### src/rtl/sfp_divider_pkg.sv
// Shared fixed-point constants and divider state encoding for the sfp datapath.
package sfp_divider_pkg;

  localparam logic [63:0] SFP_MAX = 64'h7FFF_FFFF_FFFF_FFFF;
  localparam logic [63:0] SFP_MIN = 64'h8000_0000_0000_0000;

  typedef enum logic [2:0] {
    DIV_IDLE,
    DIV_SETUP,
    DIV_DIVIDE,
    DIV_FIX,
    DIV_DONE
  } sfp_div_state_t;

endpackage

### src/rtl/sfp_divider_step.sv
// One restoring-division iteration: shift in a numerator bit, subtract divisor if it fits.
module sfp_div_step #(
  parameter int unsigned WIDTH = 64
) (
  input  logic [WIDTH:0]   rem_in,
  input  logic             num_msb,
  input  logic [WIDTH-1:0] divisor,
  output logic [WIDTH:0]   rem_out,
  output logic             qbit
);

  logic [WIDTH+1:0] w_shift;
  logic [WIDTH:0]   w_diff;

  assign w_shift = {rem_in, num_msb};
  assign qbit    = (w_shift >= {2'b00, divisor});
  // Remainder stays below the divisor, so the subtraction fits in WIDTH+1 bits.
  assign w_diff  = w_shift[WIDTH:0] - {1'b0, divisor};
  assign rem_out = qbit ? w_diff : w_shift[WIDTH:0];

endmodule

### src/rtl/sfp_divider.sv
// Sequential signed Q32.32 divider: out_q = (in_a << FRAC_BITS) / in_b, one quotient bit per clock.
module sfp_divider
  import sfp_divider_pkg::*;
#(
  parameter int unsigned WIDTH     = 64,
  parameter int unsigned FRAC_BITS = 32
) (
  input  logic             clk,
  input  logic             rst,
  input  logic             in_valid,
  output logic             in_ready,
  input  logic [WIDTH-1:0] in_a,
  input  logic [WIDTH-1:0] in_b,
  output logic             out_valid,
  input  logic             out_ready,
  output logic [WIDTH-1:0] out_q,
  output logic             out_ovf,
  output logic             out_dz,
  output logic             busy
);

  localparam int unsigned N  = WIDTH + FRAC_BITS;
  localparam int unsigned CW = $clog2(N);

  sfp_div_state_t r_state, w_next;

  logic [WIDTH-1:0] r_a, r_b, r_bmag;
  logic [N-1:0]     r_num, r_q;
  logic [WIDTH:0]   r_rem, w_rem_next;
  logic [CW-1:0]    r_cnt;
  logic             r_sign, r_dz, w_qbit;
  logic [WIDTH-1:0] w_fix_q;
  logic             w_fix_ovf, w_pos_ovf, w_neg_ovf;

  function automatic logic [WIDTH-1:0] mag(input logic [WIDTH-1:0] v);
    return v[WIDTH-1] ? (~v + 1'b1) : v;
  endfunction

  sfp_div_step #(.WIDTH(WIDTH)) u_step (
    .rem_in  (r_rem),
    .num_msb (r_num[N-1]),
    .divisor (r_bmag),
    .rem_out (w_rem_next),
    .qbit    (w_qbit)
  );

  always_ff @(posedge clk) begin
    if (rst) r_state <= DIV_IDLE;
    else     r_state <= w_next;
  end

  always_comb begin
    w_next = r_state;
    case (r_state)
      DIV_IDLE:   if (in_valid) w_next = DIV_SETUP;
      DIV_SETUP:  w_next = DIV_DIVIDE;
      DIV_DIVIDE: if (r_cnt == '0) w_next = DIV_FIX;
      DIV_FIX:    w_next = DIV_DONE;
      DIV_DONE:   if (out_ready) w_next = DIV_IDLE;
      default:    w_next = DIV_IDLE;
    endcase
  end

  always_comb begin
    in_ready  = (r_state == DIV_IDLE) && !rst;
    busy      = (r_state != DIV_IDLE);
    out_valid = (r_state == DIV_DONE);
  end

  // Positive results may reach 2^63-1; negative results may reach 2^63 (SFP_MIN).
  always_comb begin
    w_pos_ovf = |r_q[N-1:WIDTH-1];
    w_neg_ovf = (|r_q[N-1:WIDTH]) || (r_q[WIDTH-1] && (|r_q[WIDTH-2:0]));
    w_fix_ovf = 1'b0;
    w_fix_q   = '0;
    if (r_dz) begin
      w_fix_q = r_a[WIDTH-1] ? SFP_MIN : SFP_MAX;
    end else if (!r_sign && w_pos_ovf) begin
      w_fix_q   = SFP_MAX;
      w_fix_ovf = 1'b1;
    end else if (r_sign && w_neg_ovf) begin
      w_fix_q   = SFP_MIN;
      w_fix_ovf = 1'b1;
    end else begin
      w_fix_q = r_sign ? (~r_q[WIDTH-1:0] + 1'b1) : r_q[WIDTH-1:0];
    end
  end

  always_ff @(posedge clk) begin
    if (rst) begin
      r_a     <= '0;
      r_b     <= '0;
      r_bmag  <= '0;
      r_num   <= '0;
      r_q     <= '0;
      r_rem   <= '0;
      r_cnt   <= '0;
      r_sign  <= 1'b0;
      r_dz    <= 1'b0;
      out_q   <= '0;
      out_ovf <= 1'b0;
      out_dz  <= 1'b0;
    end else begin
      case (r_state)
        DIV_IDLE: begin
          if (in_valid) begin
            r_a <= in_a;
            r_b <= in_b;
          end
        end
        DIV_SETUP: begin
          r_sign <= r_a[WIDTH-1] ^ r_b[WIDTH-1];
          r_bmag <= mag(r_b);
          r_dz   <= (r_b == '0);
          r_num  <= {mag(r_a), {FRAC_BITS{1'b0}}};
          r_rem  <= '0;
          r_q    <= '0;
          r_cnt  <= CW'(N - 1);
        end
        DIV_DIVIDE: begin
          r_rem <= w_rem_next;
          r_num <= {r_num[N-2:0], 1'b0};
          r_q   <= {r_q[N-2:0], w_qbit};
          r_cnt <= r_cnt - 1'b1;
        end
        DIV_FIX: begin
          out_q   <= w_fix_q;
          out_ovf <= w_fix_ovf;
          out_dz  <= r_dz;
        end
        DIV_DONE: begin
          if (out_ready) begin
            out_q   <= '0;
            out_ovf <= 1'b0;
            out_dz  <= 1'b0;
          end
        end
        default: ;
      endcase
    end
  end

endmodule
### config.mk
export PLATFORM = sky130hd
export DESIGN_NAME = sfp_divider
export DESIGN_NICKNAME = d
export VERILOG_FILES = /design/src/rtl/sfp_divider_pkg.sv /design/src/rtl/sfp_divider_step.sv /design/src/rtl/sfp_divider.sv
export SDC_FILE = /design/constraint.sdc
export NUM_CORES = 1
export LEC_CHECK = 0
export BUFFER_PORTS_ARGS = -buffer_cell sky130_fd_sc_hd__clkbuf_2
export CAP_MARGIN = 20
export CORE_ASPECT_RATIO = 1.2
export CORE_MARGIN = 2
export CORE_UTILIZATION = 40
export DETAILED_ROUTE_END_ITERATION = 16
export SKIP_CTS_REPAIR_TIMING = 1
export SYNTH_ARGS = -nofsm -noshare
export SYNTH_HDL_FRONTEND = slang
export SYNTH_SLANG_ARGS = --single-unit
### constraint.sdc
create_clock -name clk -period 10.45 [get_ports clk]
set_input_delay 2.6125 -clock clk [delete_from_list [all_inputs] [get_ports clk]]
set_output_delay 2.6125 -clock clk [all_outputs]
set_load 0.005 [all_outputs]
==> summary.md <==
| Metric | Value |
|---|---|
| Initial antenna violation count | 1 |
| Top Ports | 201 |
| Ys async rst share | 0% |
| Worst setup EP type | output pin |
| Mapped Area | 0.0261 mm2 |
| Clk pwr share | 22.4% |
| Run status | complete, no violations |
| Max-cap violations | 0 |
| Post-DP HPWL | 48.9 mm |
| GR Overflow Total | 0 |
| CP Class | in -> out |
| CORE AREA | 0.0644 mm2 |
| Synthesized area per cell | 7.84 um2 |
| WP data required | 7.84 ns |
| Number of global-route vias before repair | 22600 |
| DRT antenna net count | 0 |
| Fin nets | 3568 |
| Crit path DAT | 3.01 ns |
| Worst-path cell chain | buf_8, nor2_1, clkbuf_2 |
| Met3 Resource Use GR | 2.90% |
| GR peak layer | met2 |
| Ys flop type | dfxtp_1 |
| Max Clk Rate | 0.178 GHz |
| Sequential share of the synthesized area | 38.0% |
| N_diodes | 0 |
| Fin util | 45.5% |
| Worst R2R Path Depth | 15 |
| # rows | 102 |
| Initial Utilization | 40.4% |
| All-Layer GR Usage | 20.8% |
| Hold wc startpoint | r_bmag[54] |
| Final Setup Violations | 0 |
| Port Buf Inserts | 200 |
| M1 GR Usage | 26.5% |
| CTS tree | done |
| CTS clock-pin slew for the worst setup and hold paths | 0.06 ns |
| Relative max-transition margin | 28.7% |
| Sink Count | 495 |
| P_sw | 0.00391 W |
| R2r setup slk | 4.98 ns |
| Sw Share | 42.9% |
| Vias | 23700 |
| Post-synth EDFFs | 0 |
| Largest net degree at the start of global routing | 100 |
| Final worst-path cycle share | 53.8% |
| Final GP Congestion | 0.891 |
| Final Max Tran Viols | 0 |
| Yosys warnings | 0 |
| Via density | 5.60 |
| Clock skew | 0.0247 ns |
| Reg-to-Reg End | r_rem[64] |
| Horiz. Die Dim | 237 um |
| Final WL | 72.1 mm |
| Die area | 0.0672 mm2 |
| Share of cells above drive strength 1 | 11.0% |
| Peak VDD IR | 0.731 mV |
| Post-Syn Nets | 3527 |
| Min-Delay Endpoint | r_bmag[54] |
| Cell Int Power | 0.00520 W |
| Worst Tran Pin Value | 1.07 ns |
| Iteration-0 DRC Markers | 1552 |
| Routed len/inst | 17.0 um |
| Clock Tree Buf Depth | 3 |
| WHS | 0.457 ns |
| Worst hold stages | 2 |
| Synthesized instance count | 3325 |
| PwrDens | 311 mW/mm2 |
| Fin crit period | 5.62 ns |
| Library cells used by synthesis | 86 |
| H-Tree Depth | 2 |
| Slowest CP cell | buf_8 |
| Worst R2R Start | r_num[95] |
| Fill cells | 6596 |
| #FFs+latches synth | 495 |
| Worst Setup Start Kind | primary input |
| P_leak | 11.2 nW |
| Met2 GRT Util | 36.2% |
| Num CTS Buffers | 53 |
| Setup_tns | 0 ns |
| Endpoints failing hold | 0 |
| CTS root buf | clkbuf_16 |
| Seq pwr share | 24.6% |
| CP Max Fanout | 35 |
| Hold Path Class | reg -> reg |
| RSZ-0062 raised after global routing | false |
| DRC Markers | 0 |
| Gate power share | 53.0% |
| Die height | 284 um |
| Drt pass-1 iters | 6 |
| Clk Latency, worst-skew pair | 0.61 ns |
| Slowest stage delay, CP | 0.16 ns |
| Synthesis-to-finish area growth | 12.5% |
| First-pass GRT wire length | 117 mm |
-- area by class of cell --
type	count	area, um2	area share [%]
clock inverters	28	408	1.39
flip-flops and latches	495	9910	33.8
inverters	104	390	1.33
repair buffers	225	1210	4.11
clock buffers	69	1490	5.07
well taps	832	1040	3.55
multi-input cells	2487	14900	50.7
-- cells in the final DEF, fill, tap and decap left out, drive strengths merged, types with 10 or more instances in the layout --
master and instances:
nand2 519, dfxtp 495, a21oi 328, nor2 324, clkbuf 268, o21ai 221, a22oi 161, inv 104
xor2 103, xnor2 84, a211oi 70, ha 69, nor3 60, mux2i 53, a221oi 49, o31ai 41
or3 39, nand3 35, nor4 29, o41ai 28, buf 26, or4 23, a22o 21, nor2b 20
nand4 19, a21o 18, nand2b 16, o311ai 15, o21bai 14, clkinv 14, and3 12, or2 12
a31oi 11, o21a 10
-- registers in the layout (all words and copies together), names as in the netlist, 3 cells and up --
| name | flops |
|---|---|
| r_state | 3 |
| r_bmag | 64 |
| r_q | 96 |
| out_q | 64 |
| r_rem | 65 |
| r_cnt | 7 |
| r_a | 64 |
| r_b | 64 |
| r_num | 64 |
-- Yosys cell counts (8+ instances only) --
cell type,instances,area (um2)
a21o_1,18,135
nand3_1,33,165
a211oi_1,70,526
and3_1,12,75.1
o41ai_1,25,219
clkbuf_1,208,781
ha_1,69,863
xnor2_1,84,736
buf_1,18,67.6
o21a_1,10,75.1
nor3_1,59,295
dfxtp_1,495,9910
nor4_1,22,138
and2_1,9,56.3
mux2i_1,53,531
a21oi_1,328,1640
nand4_1,17,106
xor2_1,103,902
a22o_1,21,184
nand2_1,519,1950
buf_2,9,45.0
o311ai_1,11,96.3
a31oi_1,11,68.8
or3_1,35,219
inv_1,102,383
or2_2,8,50.1
a22oi_1,161,1210
nand2b_1,16,100
o21ai_0,214,1070
a221oi_1,49,429
nor2b_1,20,125
o21bai_1,14,105
nor2_1,321,1200
or4_1,19,143
o31ai_1,39,293
-- power groups by stage --
stage	combinational, W	clock (W)	sequential (W)
final	0.00483	0.00204	0.00224
after global routing	0.00537	0.00217	0.00227
after CTS	0.00483	0.00210	0.00224
after detailed placement	0.00480	0	0.00228
after global placement	0.00481	0	0.00228
after floorplan	0.00382	0	0.00223
-- worst max-delay path by stage --
stage / slack (ns) / cells past startpoint / startpoint / endpoint
2_1_floorplan: 4.33 / 4 / rst / in_ready
3_5_place_dp: 4.49 / 6 / rst / out_q[44]
5_1_grt: 4.59 / 15 / r_num[95] / r_rem[64]
3_3_place_gp: 4.56 / 6 / rst / out_q[47]
6_report: 4.83 / 3 / rst / in_ready
4_1_cts: 4.80 / 3 / rst / in_ready
-- per-stage QoR --
stage,total power [W],worst slack [ns],cell area (um2),std cells
4_1_cts,0.00917,4.80,29300,4239
6_report,0.00911,4.83,29300,4240
3_5_place_dp,0.00708,4.49,27400,4142
5_1_grt,0.00981,4.59,29300,4240
3_3_place_gp,0.00708,4.56,27400,4142
2_1_floorplan,0.00604,4.33,26100,3325
-- layer usage --
layer / vias up / part of all wire, %
met5: - / 0.022
met4: 2 / 2.9
met3: 107 / 4.4
met2: 504 / 48
met1: 11200 / 44
li1: 11900 / -
-- worst max-delay path: cells and delay by family --
family                 cells  cell delay [ns]
buffers and inverters      2             0.28
and+or+nand+nor            1             0.12
-- cells by family after synthesis --
| family | count (synthesis) | share of synthesized area [%] |
|---|---|---|
| AO/OA/AOI/OAI | 1038 | 25.5 |
| buffers and inverters | 343 | 5.08 |
| XOR/XNOR | 187 | 6.28 |
| adder cells (fa/ha/maj) | 70 | 3.39 |
| AND/OR/NAND/NOR | 1139 | 19.6 |
| multiplexers | 53 | 2.04 |
| flip-flops | 495 | 38.0 |
(Power assumes the default switching activity.)
